## src/rtl/color_cursor.sv

```systemverilog
// color_cursor: cursor and selection controller for the 3x4 palette screen.
// Turns debounced direction buttons into a highlighted color_id (row*4+col)
// with hold-to-repeat, and latches a confirmed selection until cleared.
// Optional feature macro: CURSOR_WRAP_EN (edge moves wrap instead of saturating).
module color_cursor #(
    parameter int unsigned REPEAT_DELAY = 12_500_000,
    parameter int unsigned REPEAT_RATE  = 2_500_000
) (
    input  logic       pclk,
    input  logic       reset,
    input  logic       btn_up,
    input  logic       btn_down,
    input  logic       btn_left,
    input  logic       btn_right,
    input  logic       btn_ok,
    input  logic       btn_clr,
    output logic [3:0] color_id,
    output logic [3:0] sel_id,
    output logic       sel_valid,
    output logic       locked
);

`ifdef CURSOR_WRAP_EN
    localparam bit WRAP_EN = 1'b1;
`else
    localparam bit WRAP_EN = 1'b0;
`endif

    localparam logic [23:0] DELAY_LOAD = 24'(REPEAT_DELAY - 1);
    localparam logic [23:0] RATE_LOAD  = 24'(REPEAT_RATE - 1);

    localparam logic [3:0] DIR_UP    = 4'b1000;
    localparam logic [3:0] DIR_DOWN  = 4'b0100;
    localparam logic [3:0] DIR_LEFT  = 4'b0010;
    localparam logic [3:0] DIR_RIGHT = 4'b0001;

    typedef enum logic [1:0] {
        S_IDLE   = 2'd0,
        S_DELAY  = 2'd1,
        S_REPEAT = 2'd2
    } state_t;

    state_t      r_state;
    state_t      w_state_nxt;
    logic [23:0] r_cnt;
    logic [23:0] w_cnt_nxt;
    logic [3:0]  r_dir;
    logic [3:0]  w_dir_nxt;
    logic [1:0]  r_row;
    logic [1:0]  r_col;
    logic [1:0]  w_row_nxt;
    logic [1:0]  w_col_nxt;
    logic        r_ok_prev;
    logic [3:0]  r_sel_id;
    logic        r_sel_valid;
    logic        r_locked;

    logic [3:0]  w_dir;
    logic        w_dir_one;
    logic        w_move;
    logic [3:0]  w_move_dir;
    logic        w_confirm;
    logic        w_hold;

    assign w_dir     = {btn_up, btn_down, btn_left, btn_right};
    assign w_dir_one = (w_dir != 4'd0) && ((w_dir & (w_dir - 4'd1)) == 4'd0);

    // Clear beats a simultaneous confirm edge; confirm is ignored while locked.
    assign w_confirm = btn_ok && !r_ok_prev && !r_locked && !btn_clr;
    // A confirm in this cycle already blocks moves, so sel_id gets the pre-move index.
    assign w_hold    = r_locked || w_confirm;

    // Next-state and repeat-timer control.
    always_comb begin
        w_state_nxt = r_state;
        w_cnt_nxt   = r_cnt;
        w_dir_nxt   = r_dir;
        w_move      = 1'b0;
        case (r_state)
            S_IDLE: begin
                if (w_dir_one && !w_hold) begin
                    w_move      = 1'b1;
                    w_cnt_nxt   = DELAY_LOAD;
                    w_dir_nxt   = w_dir;
                    w_state_nxt = S_DELAY;
                end
            end
            S_DELAY, S_REPEAT: begin
                // r_dir is always one-hot here, so any mismatch covers release,
                // a different direction, or a multi-button chord.
                if (w_hold || (w_dir != r_dir)) begin
                    w_cnt_nxt   = 24'd0;
                    w_dir_nxt   = 4'd0;
                    w_state_nxt = S_IDLE;
                end else if (r_cnt == 24'd0) begin
                    w_move      = 1'b1;
                    w_cnt_nxt   = RATE_LOAD;
                    w_state_nxt = S_REPEAT;
                end else begin
                    w_cnt_nxt = r_cnt - 24'd1;
                end
            end
            default: begin
                w_cnt_nxt   = 24'd0;
                w_dir_nxt   = 4'd0;
                w_state_nxt = S_IDLE;
            end
        endcase
    end

    assign w_move_dir = (r_state == S_IDLE) ? w_dir : r_dir;

    // Cursor arithmetic: saturate at the grid edges, or wrap when enabled.
    always_comb begin
        w_row_nxt = r_row;
        w_col_nxt = r_col;
        if (w_move) begin
            case (w_move_dir)
                DIR_UP:    w_row_nxt = (r_row == 2'd0) ? (WRAP_EN ? 2'd2 : 2'd0) : r_row - 2'd1;
                DIR_DOWN:  w_row_nxt = (r_row == 2'd2) ? (WRAP_EN ? 2'd0 : 2'd2) : r_row + 2'd1;
                DIR_LEFT:  w_col_nxt = (r_col == 2'd0) ? (WRAP_EN ? 2'd3 : 2'd0) : r_col - 2'd1;
                DIR_RIGHT: w_col_nxt = (r_col == 2'd3) ? (WRAP_EN ? 2'd0 : 2'd3) : r_col + 2'd1;
                default: begin
                    w_row_nxt = r_row;
                    w_col_nxt = r_col;
                end
            endcase
        end
    end

    // FSM, timer and cursor registers.
    always_ff @(posedge pclk) begin
        if (reset) begin
            r_state <= S_IDLE;
            r_cnt   <= 24'd0;
            r_dir   <= 4'd0;
            r_row   <= 2'd0;
            r_col   <= 2'd0;
        end else begin
            r_state <= w_state_nxt;
            r_cnt   <= w_cnt_nxt;
            r_dir   <= w_dir_nxt;
            r_row   <= w_row_nxt;
            r_col   <= w_col_nxt;
        end
    end

    // Confirm/clear handling; ok history resets high so a held button never confirms.
    always_ff @(posedge pclk) begin
        if (reset) begin
            r_ok_prev   <= 1'b1;
            r_sel_id    <= 4'd0;
            r_sel_valid <= 1'b0;
            r_locked    <= 1'b0;
        end else begin
            r_ok_prev   <= btn_ok;
            r_sel_valid <= w_confirm;
            if (w_confirm) begin
                r_sel_id <= {r_row, r_col};
            end
            if (btn_clr) begin
                r_locked <= 1'b0;
            end else if (w_confirm) begin
                r_locked <= 1'b1;
            end
        end
    end

    // row*4+col with col in 0..3 is exactly the concatenation.
    assign color_id  = {r_row, r_col};
    assign sel_id    = r_sel_id;
    assign sel_valid = r_sel_valid;
    assign locked    = r_locked;

endmodule

```

## config.mk

```make
export PLATFORM = sky130hd
export DESIGN_NAME = color_cursor
export DESIGN_NICKNAME = d
export VERILOG_FILES = /design/src/rtl/color_cursor.sv
export SDC_FILE = /design/constraint.sdc
export NUM_CORES = 1
export LEC_CHECK = 0
export CELL_PAD_IN_SITES_DETAIL_PLACEMENT = 1
export CELL_PAD_IN_SITES_GLOBAL_PLACEMENT = 1
export CORE_MARGIN = 3
export CORE_UTILIZATION = 40
export CTS_CLUSTER_DIAMETER = 30
export CTS_CLUSTER_SIZE = 30
export DETAILED_ROUTE_END_ITERATION = 16
export PLACE_DENSITY_LB_ADDON = 0.1
export SLEW_MARGIN = 5
export SYNTH_ARGS = -nofsm -noshare
export SYNTH_HDL_FRONTEND = slang
export SYNTH_SLANG_ARGS = --single-unit
export TNS_END_PERCENT = 1
```

## constraint.sdc

```tcl
create_clock -name pclk -period 2.4 [get_ports pclk]
set_input_delay 0.48 -clock pclk [delete_from_list [all_inputs] [get_ports pclk]]
set_output_delay 0.48 -clock pclk [all_outputs]
set_load 0.05 [all_outputs]
```

==> reports/results.env, run 1 <==
OUTCOME='complete, no violations'
CRIT_TYPE='reg -> reg'
ASYNCSETRESETFLOPFRACSYNTH_PCT=0
GRT_PASS1_WL_MM=14.0
CLK-INSERTION-DELAY-LATE_NS=0.29
MOSTFREQUENTLAYOUTCELLS='44 x buf_4, 41 x dfxtp_1, 21 x a21oi_1'
DRV_CAP=0
REMAINING_DRC_ERRORS=0
SYNTH_TOP_FLOP_CELL='dfxtp_1'
CTS_SETUP_BUFFERS=0
TIMING.FINAL.WS_SETUP_NS=0.0106
DETAILEDROUTE.FIRSTPASSITERATIONCOUNT=4
POWER.DENSITY_mW_PER_MM2=653
POST-ROUTE-PERIOD-UTIL_PCT=99.6
GRT_PASS1_VIAS=2768
TOP_POST_SYNTHESIS_CELLS_BY_AREA='dfxtp_1 31%, a21oi_1 4.0%, o21ai_0 3.8%, a211oi_1 2.9%, ha_1 2.9%'
HOLD-WORST-SLACK_NS=0.498
TIMING.HOLD.WORST.CLASS='reg -> reg'
CRITICAL_PATH_REQUIRED_NS=2.56
FINAL-SETUP-VIOL-COUNT=0
CP_CELL_SEQUENCE='inv_1 -> ha_1 -> or4b_1 -> nand4b_4 -> or4_4 -> a211oi_4 -> o221ai_1'
CTS_HTREE_LEVELS=2
SYNTH-SEQ-AREA-SHARE_PCT=31.2
CTS_NUM_SINKS=41
STARTPOINT_TYPE='register'
YOSYS.AREA_SHARE.XOR_XNOR_PCT=3.00
TRITONCTS='built'
AREA_SHARE_OF_AND_OR_NAND_NOR_CELLS_AFTER_SYNTHESIS_PCT=25.5
MET3WIRELENGTH_UM=273
DRIVE_ABOVE_1_SHARE_PCT=20.4
SYNTH.AREA.MUX_SHARE_PCT=3.95
SETUP.WORST_PATH.END_CLASS='register'
LAYOUT_COMMONEST_CELL='buf_4'
NUMBER_OF_SYNTHESIZED_FLOPS_WITH_AN_ENABLE_PIN=0
TOTAL_LEAKAGE_POWER_nW=1.21
SYNTH.AVG_CELL_AREA_UM2=8.19
SYNTH-COMPOUND-AREA-SHARE_PCT=27.5
NUM_VIAS=2761
ROUTED_METAL_1_WIRELENGTH_MM=4.09
INSERTEDDIODECOUNT=0
VIAS_PER_CELL=6.25
TIMING.MAX_SLEW.REL_SLACK_PCT=59.5
ROUTEDWLPERCELL_UM=19.3
FINALWEIGHTEDCONGESTION=0.800
CP.ARRIVAL_NS=2.55
UNREPAIRED_SETUP_ENDPOINTS_AFTER_GLOBAL_ROUTING='true'
ACHIEVABLE-FREQUENCY_GHz=0.419
ANTENNA_FOUND_INITIAL=0
IOS=18
SLOWEST_STAGE='or4_4'
CRIT_BUF_INV=1
DRT_ITER0_MARKERS=176
AREA.GROWTH.SYNTH_TO_FINAL_PCT=25.0
CP_SLOWEST_STAGE_DELAY_NS=0.55
DIEWIDTH_UM=87.1
SYNTHADDERAREAFRAC_PCT=2.85
CTS.ROOT.BUFFER_CELL='clkbuf_8'
DPL.HPWL_MM=6.41
COREAREA_MM2=0.00613
GRT_OVERFLOW_TOTAL=0
FINAL_UTIL_PCT=53.6
POST-ROUTE-CELL-AREA_MM2=0.00329
POST-SYNTH-TOP-AREA-CELL='dfxtp_1'
IR_DROP_mV=0.359
NUMBER_OF_SYNTHESIZED_REGISTER_BITS=41
FINALWIRELENGTH_MM=8.55
PLACEMENT.SETUP.WORST_SLACK_NS=-0.334
SYN-INSTANCE-COUNT=321
REPORT.POWER.TOTAL_mW=2.15
NETLIST.AREA_LEADER.SHARE_PCT=31.2
MAX_SLEW.WORST_PIN.SLEW_NS=0.603
CELL_AREA_PLACED_MM2=0.00314
DIE_HEIGHT_UM=87.1
PORTBUFFERS=17
START_UTIL_PCT=42.9
CRITPATHMAXFANOUT=6
SYNTH_AREA_MM2=0.00263
DPL.CELL_COUNT=435
SYNTH.YOSYS.WARNINGS=0
CRITICAL-PATH-TOP-DELAY-FAMILY='simple AND/OR/NAND/NOR gates'
DIE-AREA_MM2=0.00758
GLOBAL_ROUTE.USAGE.TOTAL_PCT=23.3
YS_TYPES=61
SLEW_VIOLATIONS=0
FLOORPLAN.ROWS=28
SYN-NUM-NETS=335
GRT_MAX_DEGREE=23
HIGHEST-SIGNAL-LAYER='met4'
INSERTED_CLOCK_BUFFERS=5
FINALCLOCKSKEW_NS=0.00905
HOLD_VIOLATIONS=0
ROUTED-WL-MET2_MM=4.08
SYNTH_TOP_FAMILY_BY_AREA='compound AO/OA/AOI/OAI gates'
STDCELL_COUNT=442
FINISH.NET_COUNT=381
ANTENNA_VIOLATING_NETS_POST_ROUTE=0
SETUP_TOTAL_NEGATIVE_SLACK_NS=0
CLK_PIN_SLEW_NS=0.08
FINAL.MIN_CLOCK_PERIOD_NS=2.39
CTS_BUFFER_DEPTH=2
CTS_HOLD_BUF=0
-- power breakdown --
group	internal, mW	switching [mW]	leakage (nW)
logic	0.363	0.505	0.827
registers	0.739	0.0654	0.335
clock network	0.229	0.244	0.0443
total	1.33	0.814	1.21
-- registers in the layout, summed over array words and instances (netlist names) --
name,cells
locked,1
r_cnt,24
r_col,2
r_dir,4
r_ok_prev,1
r_row,2
r_state,2
sel_id,4
sel_valid,1
-- cell type report --
cell class              instances  area (um2)
flip-flops and latches         41         821
clock buffers                   7        86.3
fillers                       766        2840
multi-input cells             240        1720
repair buffers                 61         500
well taps                      75        93.8
inverters                      18        71.3
-- worst paths after layout --
kind | slack (ns) | to | from | cells past startpoint
max | 0.01 | r_col[1]$_SDFFE_PP0P_ | r_cnt[0]$_SDFFE_PP0P_ | 7
min reg2reg | 0.50 | sel_id[1]$_SDFFE_PP0P_ | sel_id[1]$_SDFFE_PP0P_ | 2
max reg2reg | 0.01 | r_col[1]$_SDFFE_PP0P_ | r_cnt[0]$_SDFFE_PP0P_ | 7
min | 0.50 | sel_id[1]$_SDFFE_PP0P_ | sel_id[1]$_SDFFE_PP0P_ | 2
-- repair_timing --
item	4_1_cts	5_1_grt
pin swaps	0	1
setup endpoints to repair	3	15
gates resized for setup	2	12
-- cells by family (layout without fill, tap and decap cells) --
logic type,after synthesis,in the layout
xor+xnor,9,9
buf+inv,40,86
compound gates,106,106
flops,41,41
simple gates,109,109
fa+ha+maj,6,6
mux,10,10
-- metal layers --
metal / GRT usage (%) / up-vias
met5: 0 / -
met4: 5.38 / 0
met3: 3.31 / 9
met2: 37.3 / 43
met1: 33.0 / 1384
li1: - / 1325
-- cell usage after synthesis (3+ instances only) --
library cell / count
nand2_1: 12
ha_1: 6
nor3b_1: 3
nor4_1: 7
o2bb2ai_1: 4
clkbuf_1: 17
buf_2: 5
nor2_1: 20
nand4_1: 4
o21ai_0: 20
o32ai_1: 6
xnor2_1: 5
a31oi_1: 10
xor2_1: 4
mux2i_1: 7
a21oi_1: 21
inv_1: 17
nor2b_1: 3
nor3_1: 14
o211ai_1: 7
mux2_2: 3
nand4b_1: 3
nor4_2: 3
a211oi_1: 10
dfxtp_1: 41
or3_1: 4
or4_1: 8
nand3_1: 10
o31ai_1: 6
or2_2: 3
-- worst register-to-register path, stage by stage, from the launching register on --
cell and delay, ns:
dfxtp_1 0.32, inv_1 0.05, ha_1 0.20, or4b_1 0.48, nand4b_4 0.24, or4_4 0.55
a211oi_4 0.26, o221ai_1 0.15
No activity file was read; power rests on OpenSTA's default activity.
==> run 2: changes to the inputs <==
--- a/config.mk
+++ b/config.mk
@@ -5,6 +5,7 @@
 export SDC_FILE = /design/constraint.sdc
 export NUM_CORES = 1
 export LEC_CHECK = 0
+export ABC_AREA = 0
 export CELL_PAD_IN_SITES_DETAIL_PLACEMENT = 1
 export CELL_PAD_IN_SITES_GLOBAL_PLACEMENT = 1
 export CORE_MARGIN = 3
==> results of run 2 <==
No change in the layout: final DEF, timing and power equal those of run 1.
